[src/rtl/hp_unpack.sv]
// Half-precision operand unpacker: splits a classified operand into sign,
// unbiased exponent and explicit-hidden-bit significand, normalising subnormals.
module hp_unpack #(
  parameter int unsigned NEXP = 5,
  parameter int unsigned NSIG = 10
) (
  input  logic                 clk,
  input  logic                 rst,
  input  logic                 in_valid,
  output logic                 in_ready,
  input  logic [NEXP+NSIG:0]   f,
  input  logic                 snan,
  input  logic                 qnan,
  input  logic                 infinity,
  input  logic                 zero,
  input  logic                 subnormal,
  input  logic                 normal,
  output logic                 out_valid,
  input  logic                 out_ready,
  output logic                 out_sign,
  output logic [NEXP:0]        out_exp,
  output logic [NSIG:0]        out_sig,
  output logic [5:0]           out_class,
  output logic                 out_err
);

  localparam int unsigned FW   = NEXP + NSIG + 1;
  localparam int unsigned EW   = NEXP + 1;
  localparam int unsigned SW   = NSIG + 1;
  localparam int unsigned BIAS = (1 << (NEXP - 1)) - 1;

  localparam logic [1:0] IDLE = 2'd0;
  localparam logic [1:0] NORM = 2'd1;
  localparam logic [1:0] HOLD = 2'd2;

  logic [1:0]    state, state_nxt;
  logic          valid_nxt, sign_nxt, err_nxt;
  logic [EW-1:0] exp_nxt;
  logic [SW-1:0] sig_nxt, sig_shl;
  logic [5:0]    cls, cls_nxt;
  logic          cls_onehot;

  assign cls        = {snan, qnan, infinity, zero, subnormal, normal};
  assign cls_onehot = $onehot(cls);
  assign sig_shl    = {out_sig[SW-2:0], 1'b0};
  assign in_ready   = (state == IDLE) & ~rst;

  // Next-state and next-output logic
  always_comb begin
    state_nxt = state;
    sign_nxt  = out_sign;
    exp_nxt   = out_exp;
    sig_nxt   = out_sig;
    cls_nxt   = out_class;
    err_nxt   = out_err;
    case (state)
      IDLE: begin
        if (in_valid) begin
          state_nxt = HOLD;
          sign_nxt  = f[FW-1];
          cls_nxt   = cls;
          err_nxt   = ~cls_onehot;
          if (!cls_onehot) begin
            exp_nxt = '0;
            sig_nxt = '0;
          end else if (normal) begin
            exp_nxt = EW'(f[FW-2:NSIG]) - EW'(BIAS);
            sig_nxt = {1'b1, f[NSIG-1:0]};
          end else if (zero) begin
            exp_nxt = '0;
            sig_nxt = '0;
          end else if (infinity) begin
            exp_nxt = EW'(1 << (NEXP - 1));
            sig_nxt = {1'b1, {NSIG{1'b0}}};
          end else if (snan || qnan) begin
            exp_nxt = EW'(1 << (NEXP - 1));
            sig_nxt = {1'b1, f[NSIG-1:0]};
          end else begin
            state_nxt = NORM;
            exp_nxt   = EW'(1) - EW'(BIAS);
            sig_nxt   = {1'b0, f[NSIG-1:0]};
          end
        end
      end
      NORM: begin
        sig_nxt = sig_shl;
        exp_nxt = out_exp - EW'(1);
        // A zero fraction flagged subnormal would never normalise; bail out.
        if (sig_shl[SW-1] || (sig_shl == '0)) state_nxt = HOLD;
      end
      HOLD: begin
        if (out_ready) state_nxt = IDLE;
      end
      default: state_nxt = IDLE;
    endcase
    valid_nxt = (state_nxt == HOLD);
  end

  // State and output registers
  always_ff @(posedge clk or posedge rst) begin
    if (rst) begin
      state     <= IDLE;
      out_valid <= 1'b0;
      out_sign  <= 1'b0;
      out_exp   <= '0;
      out_sig   <= '0;
      out_class <= '0;
      out_err   <= 1'b0;
    end else begin
      state     <= state_nxt;
      out_valid <= valid_nxt;
      out_sign  <= sign_nxt;
      out_exp   <= exp_nxt;
      out_sig   <= sig_nxt;
      out_class <= cls_nxt;
      out_err   <= err_nxt;
    end
  end

endmodule

[config.mk]
export PLATFORM = sky130hd
export DESIGN_NAME = hp_unpack
export DESIGN_NICKNAME = d
export VERILOG_FILES = /design/src/rtl/hp_unpack.sv
export SDC_FILE = /design/constraint.sdc
export NUM_CORES = 1
export LEC_CHECK = 0
export ABC_CLOCK_PERIOD_IN_PS = 1700
export CELL_PAD_IN_SITES_DETAIL_PLACEMENT = 1
export CELL_PAD_IN_SITES_GLOBAL_PLACEMENT = 2
export CORE_MARGIN = 1
export CORE_UTILIZATION = 24
export DETAILED_ROUTE_END_ITERATION = 12
export PLACE_DENSITY_LB_ADDON = 0.1
export SYNTH_ARGS = -nofsm -noshare
export SYNTH_HDL_FRONTEND = slang
export SYNTH_SLANG_ARGS = --single-unit
[constraint.sdc]
create_clock -name clk -period 1.7 [get_ports clk]
set_clock_uncertainty 0.2 [all_clocks]
set_input_delay 0.34 -clock clk [delete_from_list [all_inputs] [get_ports clk]]
set_output_delay 0.34 -clock clk [all_outputs]
set_load 0.005 [all_outputs]
* After elaboration in Yosys (flattened, before gate mapping) *
Cells that the tools add are included.

cells by class
  add/sub/neg operators = 7
  $mul = 0
  div/mod/pow operators = 0
  $lt $le $gt $ge = 0
  equality and inequality tests = 5
  shifts and indexed selects = 0
  mux-type cells = 23
  bitwise gates (word level) = 3
  reduce and logical (&&, ||, !) cells = 7

operator list
  kind                                                  count
  two-way mux 11 bit                                    6
  two-way mux 6 bit                                     6
  case mux 11 bit (2 select lines)                      1
  two-way mux 2 bit                                     8
  case mux 6 bit (2 select lines)                       1
  logical NOT 11 bit                                    1
  adder 1 x 1 -> 2 bit                                  3
  case mux 2 bit (3 select lines)                       1
  subtractor 5 x 4 -> 6 bit (second input constant)     1
  subtractor 6 x 1 -> 6 bit (second input constant)     1
  equality test 2 bit (second input constant)           2
  AND reduction 2 bit                                   2
  adder 2 x 2 -> 3 bit                                  1
  adder 3 x 2 -> 3 bit                                  1
  equality test 3 x 1 -> 1 bit (second input constant)  1
  equality test 2 x 1 -> 1 bit (second input constant)  1
  logical NOT 2 bit                                     1
  logical OR 1 bit                                      2
  inequality test 2 bit (second input constant)         1
  inverter 1 bit                                        2
  nonzero test 2 bit                                    1
  AND 1 bit                                             1

word-level totals
  register bits = 28
  latch bits = 0
  bits in writable memories = 0
  ROM bits = 0
  output and inout port bits = 27
  word-level logic and storage cells = 52
  memories kept = 0

* Depth between registers and ports, before layout *
Gate-level depths: netlist (run 1).

  depth in word-level cells = 9
  depth in mapped cells = 10
  mapped depth without buffers = 10

* Worst setup path before layout (run 1) *
OpenSTA, ideal clock, no wires.

  path type = input-to-reg
  start = in snan
  end = reg out_sig[1]
  library setup time = 0.066 ns
  data arrival time = 2.992 ns
  data required time = 1.434 ns
  setup slack = -1.558 ns
  cell stages on the path = 10
  buffers on the path = 0
  path through = inv_1 fa_1 fa_1 inv_1 ha_1 fa_1 nor3b_1 nand2_1 nor2_2 a221o_1

on the way
  cells in the longest elaborated chain, start to end = 6

RTL lines
  what                                        line  text
  from (decl)                                 12    input logic snan,
  adder 1 x 1 -> 2 bit (not written as such)  44    assign cls_onehot = $onehot(cls);
  adder 3 x 2 -> 3 bit (not written as such)  44
  equality test 3 x 1 -> 1 bit                44
  two-way mux 11 bit                          63    if (!cls_onehot) begin
  two-way mux 11 bit                          58    if (in_valid) begin
  case mux 11 bit (2 select lines)            56    case (state)
  to (signal assigned)                        114   out_sig <= sig_nxt;
  to (decl)                                   22    output logic [NSIG:0] out_sig,

Every way passes these cells. The select of a mux whose other input is x is not followed.
A chain may end at the register's enable or synchronous reset.

* Final worst setup path (run 1) *
  start = in qnan
  end = reg out_exp[0]

on the way
  cells in the longest elaborated chain, start to end = 6

RTL lines
  what                                        line  text
  from (decl)                                 13    input logic qnan,
  adder 1 x 1 -> 2 bit (not written as such)  44
  adder 3 x 2 -> 3 bit (not written as such)  44
  equality test 3 x 1 -> 1 bit                44
  two-way mux 6 bit                           63
  two-way mux 6 bit                           58
  case mux 6 bit (2 select lines)             56
  to (signal assigned)                        113   out_exp <= exp_nxt;
  to (decl)                                   21    output logic [NEXP:0] out_exp,

Every way passes these cells. The select of a mux whose other input is x is not followed.

==> run summary, run 1 <==
The area enclosed by the die boundary came out at around 6600 µm². The peak supply drop is roughly 0.4 mV. The post-synthesis mux area share came out at less than 1%. The synthesized-area fraction occupied by and/or/nand/nor cells came out at about a fifth. The met3 demand-to-capacity share in global routing came out at 1.24%. The synthesized netlist devotes 1.74% of its cell area to XOR and XNOR gates. The post-synthesis to final-layout area growth is 78.5%.

The post-synthesis cell type count is 38. The max-slew violation total from the final report is 0. The reported leakage power is about 0.0015 µW. The headroom to the max-slew limit came out at between 70% and 80%.

Clock latency on the worst-skew pair, taken at its later pin, is 0.29 ns. The routed wire length per instance came out at roughly 16 µm. The detailed-routing iteration count for the pre-antenna-repair pass is 4. Counting flops with a built-in enable in the synthesized netlist gives 0. The placed wire-length estimate came out at ~3800 µm. Setup violations remaining at the end of the flow were counted as 21. The width of the die is 81.3 µm. TritonCTS built the clock tree. The post-route netlist has between 30 and 40% of its cells at a drive strength greater than 1.

For this run the aggregate overflow at the end of global routing stands at 0. The number of antenna violations at the first check in global routing came out at 0. The global routing usage summed across all routing layers came out at 17.0%. The number of flip-flops and latches in the synthesized netlist is 28.

The time the final worst path needs with I/O delays and setup is a little under 3 ns. The synthesized netlist net count came out at around 190. The setup path with the least slack is of type in -> reg. The number of clock buffers added by TritonCTS is 3. The core region is approximately 6000 µm².

After detailed routing, the total wire length is 5460 µm. The first-pass GRT wire length came out at 8340 µm. The post-detailed-route count of antenna-violating nets came out at 0. At the pin with the least slew margin, the transition time is 0.434 ns. The checks that failed: setup timing.

The initial utilization of the core area, before any placement, comes to roughly a quarter. The net total in the final layout is about 300. The total number of clock tree sinks came out at 28. The met1 usage came out at approximately a fifth. The synthesized instance count came out at ~160. The adder-cell share of the synthesized area came out at between 7 and 8%. Setup repair after global routing could not meet its margin everywhere. The least setup slack across all paths after layout is -1.20 ns. By area, the combinational part of the netlist is dominated by simple AND/OR/NAND/NOR gates. The number of hold violations in the final report was 0. Once layout is complete, the utilization of the core stands at 45.0%. The flow ran to the end, but the final reports show violations.

53 I/O pins were placed. The clock-pin slew on the worst setup and hold paths came out at 0.10 ns. The max capacitance violation total came out at 0. The via count is 1621.

During placement, the flow inserted port buffers numbering 52. Summing the areas of all compound-gate instances in the mapped netlist gives 18.7% of the synthesized area. The level count of the clock H-tree is 1. The largest net degree at the start of global routing is 23. The floorplan step set the die height to roughly 81 µm.

The number of fillers in the final layout came out at approximately 670. The vias per cell is 4.81. STA classifies the critical path endpoint as a flop. The fraction of met2 tracks used by global routing is about a third. The worst setup slack before clock tree synthesis is -2.15 ns.

The arrival time of data at the critical path endpoint is a little under 3 ns. The mapped netlist covers approximately 1500 µm². The dominant register cell in the synthesized netlist is dfrtp_1.

After synthesis, flip-flops and latches occupy between 40% and 50% of the total area. The min-delay analysis places its worst path in the category in -> reg. CTS placed an instance of clkbuf_8 at the clock tree root. The weighted congestion reported at the end of routability-driven placement came out at ~0.8. The repair_antennas step left the layout with diodes totalling 0. The highest net fanout along the worst path came out at 4. The layer flagged by global routing as most heavily used is met2. For this block, the initial DRC count from the detailed router was between 50 and 60.

The final critical-path share of the clock period is 171%. The achievable clock frequency came out at between 300 and 400 MHz. The reg-to-reg setup timing slack came out at -0.04 ns. For this run, design rule violations remaining after detail routing come to 0. The required time of the critical path is 1.72 ns. The worst setup path is launched from an input pin. The share of synthesized registers carrying an async set or reset came out at 100%.

The via count of the first global-routing pass came out at 1703. The per-instance average area after synthesis is 9.74 µm². The maximum clock path buffer count came out at 2. The power density over the cells is around 870 nW/µm². The number of hold buffers added after cts came out at 0. The total of warnings raised by yosys came out at 0. The standard-cell row count came out at 28.
[timing repair]
action,4_1_cts,5_1_grt
endpoints found under the setup margin,54,34
gates resized for setup,38,22
pin swaps,12,13
gates cloned,1,1
setup buffers,32,3
[through the flow]
| stage | area, µm² | hold WS, ns | power (µW) | TNS [ns] | cells |
|---|---|---|---|---|---|
| 6_report | 2700 | 0.101 | 2350 | -24.02 | 337 |
| 5_1_grt | 2700 | 0.107 | 2500 | -26.58 | 337 |
| 4_1_cts | 2610 | 0.101 | 2330 | -26.34 | 335 |
| 3_5_place_dp | 2310 | 0.274 | 1680 | -46.37 | 301 |
| 3_3_place_gp | 2310 | 0.260 | 1660 | -42.88 | 301 |
| 2_1_floorplan | 1540 | 0.205 | 1220 | -24.62 | 155 |
[cell type report]
class                      instances  area (µm²)  area share (%)
tap                               75        93.8            3.48
multi-input combinational        110         827            30.7
timing repair buffer             108         948            35.2
clock buffer                       3        41.3            1.53
sequential                        28         701            26.0
inverter                          12        55.1            2.04
clock inverter                     1        30.0            1.11
[worst paths after layout]
check,to,from,cells past startpoint
setup reg to reg,out_sig[4],state[1],5
setup / recovery,out_exp[0],qnan,11
max in group asynchronous,out_err,rst,3
hold / removal,out_class[2],zero,3
min in group asynchronous,out_exp[3],rst,3
hold reg to reg,out_class[3],out_class[3],2
[cell families (layout without fill, tap and decap cells)]
family | Yosys count | count (layout)
buffers and inverters | 19 | 124
and+or+nand+nor | 57 | 59
muxes | 1 | 1
DFF | 28 | 28
AOI/OAI and AO/OA | 40 | 40
adders and majority gates | 7 | 7
xor gates and xnor gates | 3 | 3
[per-layer routing]
layer	part of all wire (%)	vias to the layer above
met1	42	796
li1	-	777
met3	4.3	5
met2	52	43
met5	0	-
met4	1.6	0
[registers in the layout, indices dropped and copies added (netlist names)]
register,cells
out_sig,11
out_class,6
out_exp,6
state,2
out_err,1
out_sign,1
out_valid,1
[layout by cell type (no fill, tap or decap), types with 2 or more instances in the layout]
| cell | instances |
|---|---|
| a21oi_1 | 3 |
| a21oi_2 | 3 |
| a221o_1 | 9 |
| a22o_1 | 2 |
| a31oi_1 | 3 |
| a32oi_1 | 2 |
| and3_1 | 9 |
| buf_4 | 55 |
| buf_6 | 3 |
| clkbuf_8 | 3 |
| clkdlybuf4s50_1 | 22 |
| dfrtp_1 | 28 |
| dlygate4sd2_1 | 17 |
| dlymetal6s2s_1 | 9 |
| fa_1 | 3 |
| ha_1 | 3 |
| inv_1 | 8 |
| nand2_1 | 17 |
| nand3_1 | 3 |
| nor2_1 | 8 |
| nor2_4 | 2 |
| nor2b_1 | 2 |
| nor3_1 | 2 |
| nor3b_1 | 2 |
| nor3b_4 | 2 |
| nor4_1 | 2 |
| o21ai_1 | 9 |
| o21ai_2 | 2 |
| xnor2_1 | 2 |
[cell usage after synthesis (2+ instances only)]
| library cell | number | area (µm²) |
|---|---|---|
| and3_1 | 9 | 56.3 |
| inv_1 | 11 | 41.3 |
| o221ai_1 | 2 | 17.5 |
| nor3_1 | 3 | 15.0 |
| nor3b_1 | 4 | 30.0 |
| fa_1 | 3 | 60.1 |
| nor2b_1 | 2 | 12.5 |
| clkbuf_1 | 4 | 15.0 |
| a22o_1 | 2 | 17.5 |
| nand2_1 | 18 | 67.6 |
| nor2_1 | 9 | 33.8 |
| a21oi_1 | 6 | 30.0 |
| a31oi_1 | 3 | 18.8 |
| buf_2 | 2 | 10.0 |
| ha_1 | 4 | 50.1 |
| o21ai_0 | 3 | 15.0 |
| xnor2_1 | 2 | 17.5 |
| a32oi_1 | 2 | 17.5 |
| nand3_1 | 3 | 15.0 |
| o21ai_1 | 9 | 45.0 |
| dfrtp_1 | 28 | 701 |
| a221o_1 | 9 | 90.1 |
| nor4_1 | 2 | 12.5 |
[power breakdown]
group	total (µW)	internal, µW	switching, µW	leakage [µW]
Combinational	954	529	424	0.00105
Sequential	850	783	67.4	0.000367
Clock	549	316	233	0.0000357
[worst max-delay path: stages]
cell and delay (ns):
buf_6 0.07, inv_4 0.03, fa_1 0.50, fa_1 0.51, inv_1 0.05, ha_2 0.16
fa_1 0.47, nor3b_4 0.26, nor3b_4 0.29, a21oi_2 0.09, a21oi_2 0.14
Note: power is estimated with default switching activity, not from simulation.
==> run 2, diff against run 1 <==
- ABC_CLOCK_PERIOD_IN_PS: 1700 -> 2400
- CORE_MARGIN: 1 -> unset
- clock period: 1.7 -> 2.4 ns (I/O delays scaled with it)
==> run summary, run 2 (synthesis gave the netlist of run 1 again) <==
The run finished, with violations left. The final reports fail on setup timing. The achievable clock frequency came out at about 330 MHz.

Counting flops per register, the top entry is out_sig. The area of placed instances came out at 2240 µm² (-2.9%). The number of DRC markers after the initial detailed-route iteration is 82 (+46%). By instance count, the cell type seen most on the critical path is fa_1. The headroom to the max-slew limit was 62.7% (-8.3 points). The net total in the final layout is 263 (-11%). The number of fillers in the final layout is 687 (+2.2%).

The number of hold violations in the final report was 0 (unchanged). The final critical-path share of the clock period came out at 126%. The final setup violation count is 21 (unchanged).

The number of ports placed on the die boundary came out at 53 (unchanged). The post-synthesis to final-layout area growth came out at 59.2%. The total power consumption of the routed design is 1590 µW (-32%). The least setup slack across all paths after layout was -0.622 ns (+0.578 ns). The clock-pin slew on the worst setup and hold paths came to 0.11 ns (about the same). Leaving out fill and tap cells, the most frequent cell in the layout is clkdlybuf4s50_1. The number of flip-flops in the largest register is 11 (unchanged). The number of buffers added by the clock tree synthesis step came out at 3 (unchanged). The core region area came out at 5990 µm² (unchanged). STA classifies the critical path endpoint as a flop. Leaving out fill and tap cells, the most frequent cells in the layout are 49 x clkdlybuf4s50_1, 28 x dfrtp_1, 24 x buf_4, 17 x nand2_1, 11 x o21ai_1.

The required time of the critical path is 2.42 ns (+0.70 ns). The clock root buffer master is clkbuf_8. The final standard cell area without fillers came to 2400 µm² (-11%). The largest net degree at the start of global routing came to 29 (+26%).

The routed wire length per instance is 16.0 µm (-1.3%). In the final layout, the registers with the most flip-flops are out_sig x11, out_class x6, out_exp x6. Setup repair after global routing could not meet its margin everywhere. The count of placed standard cells in the final layout, fillers left out is 304 (-9.8%). The maximum clock path buffer count is 2 (unchanged). The setup path with the least slack is of type in -> reg. The initial cell density of the core came out at 25.2% (unchanged). The path class of the tightest hold or removal check is in -> reg.

The delay of the slowest cell on the worst path came out at 0.55 ns (+0.04 ns). The number of remaining DRC errors came to 0 (unchanged). The level count of the clock H-tree came out at 1 (unchanged). The power density over the cells came out at 662 nW/µm² (-24%). The CTS tree is built. The arrival time of data at the critical path endpoint came out at 3.05 ns (+0.13 ns). The number of diodes is 0 (unchanged). The vias per cell came out at 4.89 (+1.6%). The number of hold buffers added after cts is 0 (unchanged). The reported leakage power came out at 0.00107 µW (-27%). The via count is 1486 (-8.3%).

The utilization after layout came out at 40.1% (-4.9 points). The width of the die was 81.3 µm (unchanged). The post-detailed-route count of antenna-violating nets is 0 (unchanged). The aggregate global routing overflow came to 0 (unchanged). The number of antenna violations at the first check in global routing is 0 (unchanged). The time the final worst path needs with I/O delays and setup came out at 3.02 ns.

The highest net fanout along the worst path is 5 (+1). The clock insertion delay at the later pin of the skew report came out at 0.29 ns (about the same). The total number of clock tree sinks came to 28 (unchanged). The weighted congestion reported at the end of routability-driven placement came out at 0.795 (+0.56%).

The max-slew violation total from the final report is 0 (unchanged). The via count of the first global-routing pass is 1512 (-11%). The global routing usage summed across all routing layers came out at 15.9% (-1.1 points). The number of instances in the placed design came out at 292 (-3.0%).

The slew at the pin closest to its max-slew limit is 0.552 ns (+0.118 ns). The height of the die was 81.3 µm (unchanged). The ratio of cells with drive above 1 in the final layout was 20.1% (-14 points).

The area enclosed by the die boundary came to 6610 µm² (unchanged). The peak supply drop is 0.254 mV (-36%). The standard-cell row count came out at 28 (unchanged). The total wirelength of the detailed-routed design came out at 4860 µm (-11%).

The placed wire-length estimate came out at 3590 µm (-6.6%). The largest individual stage delay along the critical path comes from the cell fa_1. The detailed-routing iteration count for the pre-antenna-repair pass came out at 4 (unchanged). The first-pass GRT wire length came out at 7760 µm (-7.0%). The max capacitance violation total is 0 (unchanged). The count of input and output buffers came out at 52 (unchanged).

Walking the worst path, the cells encountered are buf_8 -> inv_8 -> fa_1 -> fa_1 -> inv_1 -> ha_2 -> fa_2 -> nor3b_4 -> nand2_2 -> nor2_4 -> a221o_1. STA classifies the critical path startpoint as an input pin.
## run 2: cell count changes in the layout (fill, tap and decap cells not counted), moves of 2 or more
cell,previous run,this run
o21ai_1,9,11
buf_4,55,24
dlymetal6s2s_1,9,0
a21oi_1,3,5
clkdlybuf4s50_1,22,49
o21ai_2,2,0
a21oi_2,3,1
dlygate4sd2_1,17,0
## run 2: final timing paths
kind | depth (start not counted) | to | startpoint | slack [ns]
max | 11 | out_sig[7] | zero | -0.62
min | 3 | out_class[2] | zero | 0.22
max reg2reg | 4 | out_sig[10] | state[0] | 0.53
min reg2reg | 2 | out_sign | out_sign | 0.29
max in group asynchronous | 3 | out_err | rst | 1.30
min in group asynchronous | 3 | out_sig[0] | rst | 0.41
## run 2: stage by stage
stage               setup slack (ns)  hold slack [ns]  TNS, ns
floorplan                     -0.687            0.270   -12.86
global placement               -1.44            0.260   -28.66
detailed placement             -1.60            0.266   -31.49
CTS                           -0.750            0.228   -14.45
global route                  -0.723            0.226   -14.02
finish                        -0.622            0.225   -11.94
## run 2: timing repair
action,in CTS,in global routing
pin swaps,11,9
gates resized for setup,19,3
gates cloned,1,0
buffers inserted,7,0
setup endpoints to repair,21,21
## run 2: layout make-up
cell class / instances / area, µm² / area share (%)
Clock buffer: 3 / 41.3 / 1.72
Clock inverter: 1 / 30.0 / 1.25
Inverter: 12 / 55.1 / 2.29
Multi-Input combinational cell: 109 / 774 / 32.2
Sequential cell: 28 / 701 / 29.2
Tap cell: 75 / 93.8 / 3.90
Timing Repair Buffer: 76 / 708 / 29.5
## run 2: where the power goes
group | switching [µW] | internal (µW) | total [µW]
clock | 165 | 224 | 389
sequential | 80.7 | 555 | 635
combinational | 234 | 334 | 568
## run 2: worst max-delay path, delay by kind of cell
kind,cells,cell delay [ns]
AO/OA/AOI/OAI,1,0.18
adder cells (fa/ha/maj),4,1.59
buffers and inverters,3,0.19
AND/OR/NAND/NOR,3,0.61
## run 2: routing by layer
metal  up-vias  wire length [µm]  global-route usage [%]
met5         -                 0                       0
met4         0                77                    6.43
met3         4               238                    1.91
met2        50              2360                    26.5
met1       726              2180                    20.7
li1        706                 -                       -
